**config.mk**
```make
export PLATFORM = sky130hd
export DESIGN_NAME = hazard_ctrl_flat
export DESIGN_NICKNAME = d
export VERILOG_FILES = /design/src/rtl/hazard_ctrl_if.sv /design/src/rtl/hazard_ctrl.sv /design/src/flat_wrapper.sv
export SDC_FILE = /design/constraint.sdc
export NUM_CORES = 1
export LEC_CHECK = 0
export BUFFER_PORTS_ARGS = -buffer_cell sky130_fd_sc_hd__buf_2
export CAP_MARGIN = 20
export CORE_MARGIN = 2
export CORE_UTILIZATION = 41
export CTS_BUF_LIST = sky130_fd_sc_hd__clkbuf_4
export DETAILED_ROUTE_END_ITERATION = 10
export PLACE_DENSITY_LB_ADDON = 0.08
export SYNTH_ARGS = -nofsm -noshare
export SYNTH_HDL_FRONTEND = slang
export SYNTH_SLANG_ARGS = --single-unit
```
**constraint.sdc**
```tcl
create_clock -name CLK -period 2.5 [get_ports CLK]
set_input_delay 0.25 -clock CLK [delete_from_list [all_inputs] [get_ports CLK]]
set_output_delay 0.25 -clock CLK [all_outputs]
set_load 0.03 [all_outputs]
```
**src/rtl/hazard_ctrl_if.sv**
```systemverilog
// Hazard controller bundle: hazard sources from ID/EX/MEM and caches, latch controls back to the pipeline.
interface hazard_ctrl_if;
   localparam int unsigned REG_W = 5;

   logic [REG_W-1:0] id_rs;
   logic [REG_W-1:0] id_rt;
   logic             id_useRt;
   logic [REG_W-1:0] ex_rd;
   logic             ex_rfWEN;
   logic             ex_dREN;
   logic             mem_dREN;
   logic             mem_dWEN;
   logic             dhit;
   logic             ihit;
   logic             mem_redirect;
   logic             mem_halt;

   logic             pc_en;
   logic             ifid_en;
   logic             idex_en;
   logic             exmem_en;
   logic             memwb_en;
   logic             ifid_flush;
   logic             idex_flush;
   logic             exmem_flush;

   // datapath side: presents hazard sources, consumes latch controls
   modport master (
      output id_rs, id_rt, id_useRt, ex_rd, ex_rfWEN, ex_dREN,
             mem_dREN, mem_dWEN, dhit, ihit, mem_redirect, mem_halt,
      input  pc_en, ifid_en, idex_en, exmem_en, memwb_en,
             ifid_flush, idex_flush, exmem_flush
   );

   // controller side
   modport slave (
      input  id_rs, id_rt, id_useRt, ex_rd, ex_rfWEN, ex_dREN,
             mem_dREN, mem_dWEN, dhit, ihit, mem_redirect, mem_halt,
      output pc_en, ifid_en, idex_en, exmem_en, memwb_en,
             ifid_flush, idex_flush, exmem_flush
   );
endinterface

```
**src/rtl/hazard_ctrl.sv**
```systemverilog
// Pipeline stall/flush controller: resolves hazards forwarding cannot cover and counts stalls/redirects.
module hazard_ctrl #(
   parameter int unsigned CNT_W = 32
) (
   input  logic             CLK,
   input  logic             RST,
   hazard_ctrl_if.slave     hz,
   output logic             halted,
   output logic [CNT_W-1:0] stall_cnt,
   output logic [CNT_W-1:0] flush_cnt
);
   typedef enum logic [1:0] {
      S_RUN   = 2'd0,
      S_DWAIT = 2'd1,
      S_HALT  = 2'd2
   } state_t;

   localparam logic [CNT_W-1:0] CNT_MAX = '1;

   state_t           state_q, state_d;
   logic [CNT_W-1:0] stall_cnt_q, stall_cnt_d;
   logic [CNT_W-1:0] flush_cnt_q, flush_cnt_d;

   logic memreq_c, loaduse_c;
   logic pc_en_c, ifid_en_c, idex_en_c, exmem_en_c, memwb_en_c;
   logic ifid_flush_c, idex_flush_c, exmem_flush_c, halted_c;

   function automatic logic [CNT_W-1:0] sat_inc(input logic [CNT_W-1:0] v);
      return (v == CNT_MAX) ? v : v + CNT_W'(1);
   endfunction

   // hazard detection terms
   always_comb begin
      memreq_c  = hz.mem_dREN | hz.mem_dWEN;
      loaduse_c = hz.ex_dREN & hz.ex_rfWEN & (hz.ex_rd != '0) &
                  ((hz.ex_rd == hz.id_rs) | (hz.id_useRt & (hz.ex_rd == hz.id_rt)));
   end

   // next state, latch controls and counter updates
   always_comb begin
      state_d       = state_q;
      stall_cnt_d   = stall_cnt_q;
      flush_cnt_d   = flush_cnt_q;
      pc_en_c       = 1'b0;
      ifid_en_c     = 1'b0;
      idex_en_c     = 1'b0;
      exmem_en_c    = 1'b0;
      memwb_en_c    = 1'b0;
      ifid_flush_c  = 1'b0;
      idex_flush_c  = 1'b0;
      exmem_flush_c = 1'b0;
      halted_c      = 1'b0;

      if (RST) begin
         ifid_flush_c  = 1'b1;
         idex_flush_c  = 1'b1;
         exmem_flush_c = 1'b1;
         state_d       = S_RUN;
         stall_cnt_d   = '0;
         flush_cnt_d   = '0;
      end else begin
         unique case (state_q)
            S_HALT: halted_c = 1'b1;
            S_RUN, S_DWAIT: begin
               // a DWAIT cycle with dhit is a full RUN cycle, so no cycle is lost on the hit
               if ((state_q == S_RUN) || hz.dhit) begin
                  state_d = S_RUN;
                  if (hz.mem_halt) begin
                     memwb_en_c = 1'b1;
                     state_d    = S_HALT;
                  end else if (memreq_c && !hz.dhit) begin
                     state_d = S_DWAIT;
                  end else if (hz.mem_redirect) begin
                     pc_en_c       = 1'b1;
                     ifid_en_c     = 1'b1;
                     idex_en_c     = 1'b1;
                     exmem_en_c    = 1'b1;
                     memwb_en_c    = 1'b1;
                     ifid_flush_c  = 1'b1;
                     idex_flush_c  = 1'b1;
                     exmem_flush_c = 1'b1;
                     flush_cnt_d   = sat_inc(flush_cnt_q);
                  end else if (loaduse_c) begin
                     idex_en_c    = 1'b1;
                     exmem_en_c   = 1'b1;
                     memwb_en_c   = 1'b1;
                     idex_flush_c = 1'b1;
                  end else if (!hz.ihit) begin
                     ifid_en_c    = 1'b1;
                     idex_en_c    = 1'b1;
                     exmem_en_c   = 1'b1;
                     memwb_en_c   = 1'b1;
                     ifid_flush_c = 1'b1;
                  end else begin
                     pc_en_c    = 1'b1;
                     ifid_en_c  = 1'b1;
                     idex_en_c  = 1'b1;
                     exmem_en_c = 1'b1;
                     memwb_en_c = 1'b1;
                  end
               end
               if (!pc_en_c) begin
                  stall_cnt_d = sat_inc(stall_cnt_q);
               end
            end
            default: state_d = S_RUN;
         endcase
      end
   end

   // state and counter registers
   always_ff @(posedge CLK) begin
      if (RST) begin
         state_q     <= S_RUN;
         stall_cnt_q <= '0;
         flush_cnt_q <= '0;
      end else begin
         state_q     <= state_d;
         stall_cnt_q <= stall_cnt_d;
         flush_cnt_q <= flush_cnt_d;
      end
   end

   assign hz.pc_en       = pc_en_c;
   assign hz.ifid_en     = ifid_en_c;
   assign hz.idex_en     = idex_en_c;
   assign hz.exmem_en    = exmem_en_c;
   assign hz.memwb_en    = memwb_en_c;
   assign hz.ifid_flush  = ifid_flush_c;
   assign hz.idex_flush  = idex_flush_c;
   assign hz.exmem_flush = exmem_flush_c;
   assign halted         = halted_c;
   assign stall_cnt      = stall_cnt_q;
   assign flush_cnt      = flush_cnt_q;
endmodule

```
**src/flat_wrapper.sv**
```systemverilog
// flat-port wrapper written by rule: the top's interface ports become plain ports
module hazard_ctrl_flat 
#(
   parameter int unsigned CNT_W = 32
)
  (CLK, RST, halted, stall_cnt, flush_cnt, hz_id_rs, hz_id_rt, hz_id_useRt, hz_ex_rd, hz_ex_rfWEN, hz_ex_dREN, hz_mem_dREN, hz_mem_dWEN, hz_dhit, hz_ihit, hz_mem_redirect, hz_mem_halt, hz_pc_en, hz_ifid_en, hz_idex_en, hz_exmem_en, hz_memwb_en, hz_ifid_flush, hz_idex_flush, hz_exmem_flush);
  hazard_ctrl_if hz_i ();
  input  logic CLK;
  input  logic RST;
  output logic halted;
  output logic [CNT_W-1:0] stall_cnt;
  output logic [CNT_W-1:0] flush_cnt;
  input wire logic [$bits(hz_i.id_rs)-1:0] hz_id_rs;
  input wire logic [$bits(hz_i.id_rt)-1:0] hz_id_rt;
  input wire logic [$bits(hz_i.id_useRt)-1:0] hz_id_useRt;
  input wire logic [$bits(hz_i.ex_rd)-1:0] hz_ex_rd;
  input wire logic [$bits(hz_i.ex_rfWEN)-1:0] hz_ex_rfWEN;
  input wire logic [$bits(hz_i.ex_dREN)-1:0] hz_ex_dREN;
  input wire logic [$bits(hz_i.mem_dREN)-1:0] hz_mem_dREN;
  input wire logic [$bits(hz_i.mem_dWEN)-1:0] hz_mem_dWEN;
  input wire logic [$bits(hz_i.dhit)-1:0] hz_dhit;
  input wire logic [$bits(hz_i.ihit)-1:0] hz_ihit;
  input wire logic [$bits(hz_i.mem_redirect)-1:0] hz_mem_redirect;
  input wire logic [$bits(hz_i.mem_halt)-1:0] hz_mem_halt;
  output wire logic [$bits(hz_i.pc_en)-1:0] hz_pc_en;
  output wire logic [$bits(hz_i.ifid_en)-1:0] hz_ifid_en;
  output wire logic [$bits(hz_i.idex_en)-1:0] hz_idex_en;
  output wire logic [$bits(hz_i.exmem_en)-1:0] hz_exmem_en;
  output wire logic [$bits(hz_i.memwb_en)-1:0] hz_memwb_en;
  output wire logic [$bits(hz_i.ifid_flush)-1:0] hz_ifid_flush;
  output wire logic [$bits(hz_i.idex_flush)-1:0] hz_idex_flush;
  output wire logic [$bits(hz_i.exmem_flush)-1:0] hz_exmem_flush;
  assign hz_i.id_rs = hz_id_rs;
  assign hz_i.id_rt = hz_id_rt;
  assign hz_i.id_useRt = hz_id_useRt;
  assign hz_i.ex_rd = hz_ex_rd;
  assign hz_i.ex_rfWEN = hz_ex_rfWEN;
  assign hz_i.ex_dREN = hz_ex_dREN;
  assign hz_i.mem_dREN = hz_mem_dREN;
  assign hz_i.mem_dWEN = hz_mem_dWEN;
  assign hz_i.dhit = hz_dhit;
  assign hz_i.ihit = hz_ihit;
  assign hz_i.mem_redirect = hz_mem_redirect;
  assign hz_i.mem_halt = hz_mem_halt;
  assign hz_pc_en = hz_i.pc_en;
  assign hz_ifid_en = hz_i.ifid_en;
  assign hz_idex_en = hz_i.idex_en;
  assign hz_exmem_en = hz_i.exmem_en;
  assign hz_memwb_en = hz_i.memwb_en;
  assign hz_ifid_flush = hz_i.ifid_flush;
  assign hz_idex_flush = hz_i.idex_flush;
  assign hz_exmem_flush = hz_i.exmem_flush;
  hazard_ctrl #(.CNT_W(CNT_W)) u_core (.CLK(CLK), .RST(RST), .hz(hz_i), .halted(halted), .stall_cnt(stall_cnt), .flush_cnt(flush_cnt));
endmodule
```
==> summary.txt, run 1 <==
Status
  – Run status: finished clean

Clock tree
  – Clock buffers created by TritonCTS: 9
  – Buffer depth of the longest clock path: 2
  – Post_cts resized: 0
  – H-tree Lvls: 3
  – Hold buffers post-CTS: 0
  – TritonCTS Sinks: 66
  – CTS tree: built
  – Post-CTS Setup Bufs: 0
  – Master cell of the clock root buffer: clkbuf_4
  – Later-pin clock latency in the skew report: 0.41 ns
  – Clock-pin slew reported for the worst setup and hold paths after clock tree synthesis: 0.11 ns

Timing
  – Worst slew margin relative to its limit: 65.51%
  – Sum of negative setup slack: 0 ns
  – Max Fclk: 443.1 MHz
  – Total setup violations reported at the end of the flow: 0
  – Crit share post-route: 90.28%
  – RSZ-0062 raised after global routing: no
  – Setup clock skew after layout: 0.01755 ns
  – Shortest period the worst path allows: 2.257 ns
  – Transition at the pin with the smallest max-transition slack: 0.5158 ns
  – Count of final max-slew check failures: 0
  – Hold Violations, Final: 0

Synthesis
  – YS warnings: 0
  – Yosys top cell by area: dfxtp_1
  – Flop and latch count out of synthesis: 66
  – Cell area after synthesis: 3685 µm²
  – Post-synthesis sequential area ratio: 35.86%
  – Synthesized netlist net count: 476
  – Top-count cell post-synth: dfxtp_1
  – Number of enable-type register cells in the synthesized netlist: 0
  – Number of instances in the synthesized netlist: 448
  – Post-synth top cells: 66 x dfxtp_1, 46 x nor2_1, 36 x a21oi_1
  – Synth Flop Type: dfxtp_1
  – Top area cells in the synthesized netlist: dfxtp_1 36%, or4_1 6.1%, o31ai_1 5.9%
  – Area share of the largest cell type after synthesis: 35.86%
  – Fraction of registers with async set/reset: 0%
  – Average cell area after synthesis: 8.225 µm²
  – Post-synthesis cell type count: 44

Job
  – Max-capacitance violation count: 0

Routing
  – Number of vias per cell after detailed routing: 5.639
  – Met1 wire length: 4311 µm
  – Highest routed metal layer: met4
  – Detailed router's first-iteration violation count: 132
  – Overall via count from detail_route: 3699
  – Average wire per cell in the routed design: 14.55 µm
  – Remaining DRCs: 0
  – Detail Route met2 WL: 4719 µm
  – First drt pass iteration count: 4
  – Wire length reported by the detailed router: 9543 µm
  – Met3 WL post-DR: 377 µm
  – Detail Route Antenna Nets: 0

GRT
  – Via count of the first global-routing pass: 3544
  – Maximum number of pins on one net before global-route repair: 40
  – Remaining global-route overflow: 0
  – Wire length of the first global-routing pass: 16360 µm
  – Global-route total usage across every layer: 20.04%
  – Number of antenna violations at the first check in global routing: 0

Floorplan
  – Floorplan die area: 9761 µm²
  – DIE WIDTH: 98.80 µm
  – Die span in y: 98.80 µm
  – Number of primary I/O pins: 99
  – Starting density of the core: 42.25%
  – Site Rows: 34
  – Core region area: 8721 µm²

Layout
  – Ratio of cells with drive above 1 in the final layout: 24.82%
  – Final antenna diode count: 0
  – Final cell count without fillers: 656
  – Area added between synthesis and finish: 20.27%
  – Count of nets after finishing: 571

Placed design
  – Port Buffers: 98
  – Placed Cells incl. Taps: 640
  – Total half-perimeter wirelength after legalization and detailed placement: 6749 µm
  – Final weighted congestion in routability-driven placement: 0.7703

Critical path
  – CP cell instances: ha_1, nand2_1, nor3_1, nand4_1, nand4_1, or4_1, a21oi_1
  – Arrival @ worst endpoint: 2.60 ns
  – Largest fanout of any net on the critical path: 12
  – Endpoint kind of the worst setup timing path: flop
  – Critical Path Slowest Stage Cell: or4_1
  – Most numerous cell on the critical path: nand4_1
  – CP required: 2.85 ns
  – Maximum cell stage delay along the critical path: 0.62 ns
  – Setup crit start kind: flop
  – Critical path start-end classification: flop to flop

Power and ir drop
  – Max VDD drop: 0.0002419 V
  – Static leakage: 1.738 nW
  – Power density over the cells: 470.5 nW/µm²

Min path
  – Worst hold path type: input port to flop
-- sequential cells by signal (all words and copies together) (netlist names) --
register	flops
u_core.state_q	2
u_core.flush_cnt	32
u_core.stall_cnt	32
-- final cells by class --
cell class | count | area [µm²]
Clock inverter | 6 | 81.33
Fill cell | 861 | 4289
Timing Repair Buffer | 112 | 620.6
Clock buffer | 10 | 75.07
Tap cell | 108 | 135.1
Sequential cell | 66 | 1321
Multi-Input combinational cell | 350 | 2183
Inverter | 4 | 15.01
-- cell usage in the layout, fill, tap and decap left out, drive strengths merged, types with 3 or more instances in the layout --
master	instances
nand2	27
mux2	5
nor2	46
clkbuf	10
nand3	32
or4	31
o21bai	3
nor3	11
or3	5
and4	9
xor2	20
clkinv	3
o21ai	7
nand2b	3
nor4	5
and3	13
nor2b	7
o31ai	29
xnor2	14
nand4	27
and2	7
dfxtp	66
a21oi	37
buf	112
inv	4
-- logic make-up (layout without fill, tap and decap cells) --
| kind of cell | count (synthesis) | after routing | synth area share [%] |
|---|---|---|---|
| AO/OA/AOI/OAI | 79 | 79 | 13.51 |
| adder cells (fa/ha/maj) | 2 | 2 | 0.6790 |
| XOR/XNOR | 34 | 34 | 8.082 |
| multiplexers | 7 | 7 | 2.275 |
| AND/OR/NAND/NOR | 228 | 228 | 34.70 |
| buffers and inverters | 32 | 132 | 4.889 |
| flip-flops | 66 | 66 | 35.86 |
-- per-layer routing --
layer / global-route usage, % / up-vias
met2: 35.14 / 70
met1: 24.77 / 1756
li1: - / 1859
met3: 4.681 / 14
met4: 5.058 / 0
met5: 0 / -
-- worst max-delay path: cells and delay by family, from the launching register on --
kind	cells	cell delay, ns
compound gates	1	0.15
fa+ha+maj	1	0.24
flops	1	0.38
simple gates	5	1.43
-- through the flow --
stage                     total power, mW  setup WS [ns]  instance area, µm²  hold slack, ns  utilization, %
final                               2.085         0.2430                4432          0.2190           50.82
after global placement              1.305         0.2820                4275          0.4779           49.02
after CTS                           2.127         0.2146                4432          0.1887           50.82
after global routing                2.186        0.02419                4432          0.2236           50.82
after detailed placement            1.309         0.2617                4275          0.4808           49.02
after floorplan                     1.244         0.1573                3685          0.4667               -
-- where the power goes --
group | internal, mW | leakage [nW] | total, mW | switching [mW]
logic | 0.0764 | 1.12 | 0.214 | 0.137
registers | 1.06 | 0.532 | 1.07 | 0.00996
clock network | 0.410 | 0.0838 | 0.802 | 0.392
total | 1.55 | 1.74 | 2.09 | 0.539
-- final timing paths --
kind,from,to,slack [ns],cells past startpoint
worst min register to register,u_core.stall_cnt[30],u_core.stall_cnt[30],0.50,2
worst max-delay path,u_core.flush_cnt[0],u_core.flush_cnt[23],0.24,7
worst min-delay path,hz_mem_halt,u_core.state_q[1],0.22,3
worst max register to register,u_core.flush_cnt[0],u_core.flush_cnt[23],0.24,7
Power figures use the tool's default switching activity.
==> inputs of run 2 (changes only) <==
==> constraint.sdc (replaced) <==
create_clock -name CLK -period 2.5 [get_ports CLK]
set_input_delay 0.375 -clock CLK [delete_from_list [all_inputs] [get_ports CLK]]
set_output_delay 0.375 -clock CLK [all_outputs]
set_load 0.03 [all_outputs]
==> summary.txt, run 2 (synthesis results as in run 1) <==
Critical path
  – Largest fanout of any net on the critical path: 6
  – Launch point of the worst reg-to-reg path: u_core.stall_cnt[8]
  – Beginning of the critical path: u_core.state_q[1]
  – Critical path start-end classification: flop to output pin
  – CP required: 2.12 ns
  – Endpoint kind of the worst setup timing path: output pin
  – Arrival @ worst endpoint: 2.01 ns
  – Setup crit start kind: flop

Timing
  – Setup clock skew after layout: 0.01332 ns
  – Worst slew margin relative to its limit: 66.00%
  – Count of final max-slew check failures: 0
  – Shortest period the worst path allows: 2.389 ns
  – Crit share post-route: 95.57%
  – Max Fclk: 418.5 MHz
  – Total setup violations reported at the end of the flow: 0
  – Transition at the pin with the smallest max-transition slack: 0.5046 ns
  – Hold Violations, Final: 0

GRT
  – Via count of the first global-routing pass: 3512
  – Wire length of the first global-routing pass: 16160 µm
  – Remaining global-route overflow: 0
  – Maximum number of pins on one net before global-route repair: 42
  – Number of antenna violations at the first check in global routing: 0
  – Global-route total usage across every layer: 19.88%

Clock tree
  – Master cell of the clock root buffer: clkbuf_4
  – Clock buffers created by TritonCTS: 9
  – CTS tree: built
  – Clock-pin slew reported for the worst setup and hold paths after clock tree synthesis: 0.10 ns
  – Buffer depth of the longest clock path: 2
  – TritonCTS Sinks: 66
  – Later-pin clock latency in the skew report: 0.40 ns
  – H-tree Lvls: 3

Floorplan
  – Floorplan die area: 9761 µm²
  – DIE WIDTH: 98.80 µm
  – Starting density of the core: 42.25%
  – Site Rows: 34
  – Number of primary I/O pins: 99
  – Die span in y: 98.80 µm
  – Core region area: 8721 µm²

Placed design
  – Placed Cells incl. Taps: 639
  – Final weighted congestion in routability-driven placement: 0.7735
  – Port Buffers: 98
  – Total half-perimeter wirelength after legalization and detailed placement: 6709 µm

Layout
  – Count of nets after finishing: 573
  – Final standard cell utilization of the core: 51.13%
  – Final antenna diode count: 0
  – Area added between synthesis and finish: 21.02%
  – Filler cells: 884
  – Most common cell after layout, fill and taps aside: buf_2
  – Most frequent cells in the layout: 97 x buf_2, 65 x dfxtp_1, 46 x nor2_1
  – Final cell count without fillers: 658
  – Ratio of cells with drive above 1 in the final layout: 26.18%

Routing
  – Detail Route Antenna Nets: 0
  – Average wire per cell in the routed design: 14.39 µm
  – Remaining DRCs: 0
  – Overall via count from detail_route: 3697
  – First drt pass iteration count: 4
  – Wire length reported by the detailed router: 9467 µm
  – Detailed router's first-iteration violation count: 79
  – Number of vias per cell after detailed routing: 5.619

Power and ir drop
  – Max VDD drop: 0.0002473 V
  – Static leakage: 1.746 nW
  – Power density over the cells: 446.8 nW/µm²
  – Final total power: 1.993 mW

Status
  – Run status: finished clean

Job
  – Max-capacitance violation count: 0

Min path
  – Min-delay src: hz_mem_halt
  – Worst hold path type: input port to flop
==> run 2: through the flow <==
stage           TNS, ns  cell area, µm²  worst slack, ns  hold slack, ns
2_1_floorplan         0            3685        0.0004667          0.5358
3_3_place_gp          0            4280           0.2195          0.4752
3_5_place_dp          0            4280           0.1884          0.4821
4_1_cts               0            4413          0.01049          0.3139
5_1_grt        -0.01234            4459         -0.01234          0.3460
6_report              0            4459           0.1108          0.3717
==> run 2: path summary, 6_finish.rpt <==
check | to | slack, ns | depth (start not counted)
max | hz_pc_en | 0.11 | 5
min | u_core.state_q[1] | 0.37 | 3
max reg2reg | u_core.stall_cnt[9] | 0.23 | 6
min reg2reg | u_core.state_q[0] | 0.46 | 1
==> run 2: metal layers <==
| metal | part of all wire [%] | vias to the layer above | global-route usage (%) |
|---|---|---|---|
| met1 | 45 | 1755 | 24.59 |
| li1 | - | 1867 | - |
| met3 | 4.3 | 7 | 5.177 |
| met2 | 50 | 68 | 34.36 |
| met5 | 0 | - | 0 |
| met4 | 0.79 | 0 | 5.163 |
==> run 2: cell type report <==
type | count | area, µm² | share of cell area (%)
multi-input cells | 350 | 2201 | 49.35
repair buffers | 114 | 650.6 | 14.59
clock inverters | 6 | 57.56 | 1.291
clock buffers | 10 | 75.07 | 1.684
well taps | 108 | 135.1 | 3.030
flip-flops and latches | 66 | 1325 | 29.71
inverters | 4 | 15.01 | 0.3367
==> run 2: worst max-delay path: stages (launching register included) <==
cell     delay (ns)
dfxtp_4        0.37
or4_4          0.53
a21oi_2        0.15
o21ai_2        0.08
nor4_2         0.28
buf_4          0.21
==> run 2: power breakdown <==
part	switching, mW	total [mW]	internal, mW
Combinational	0.139	0.223	0.0840
Clock	0.389	0.699	0.310
Sequential	0.0114	1.07	1.06
Total	0.539	1.99	1.45
==> run 2: what timing repair did <==
item	in CTS	in global routing
hold buffers	0	0
setup endpoints to repair	0	1
gates resized for setup	0	7
endpoints found under the hold margin	0	0
setup buffers	0	3
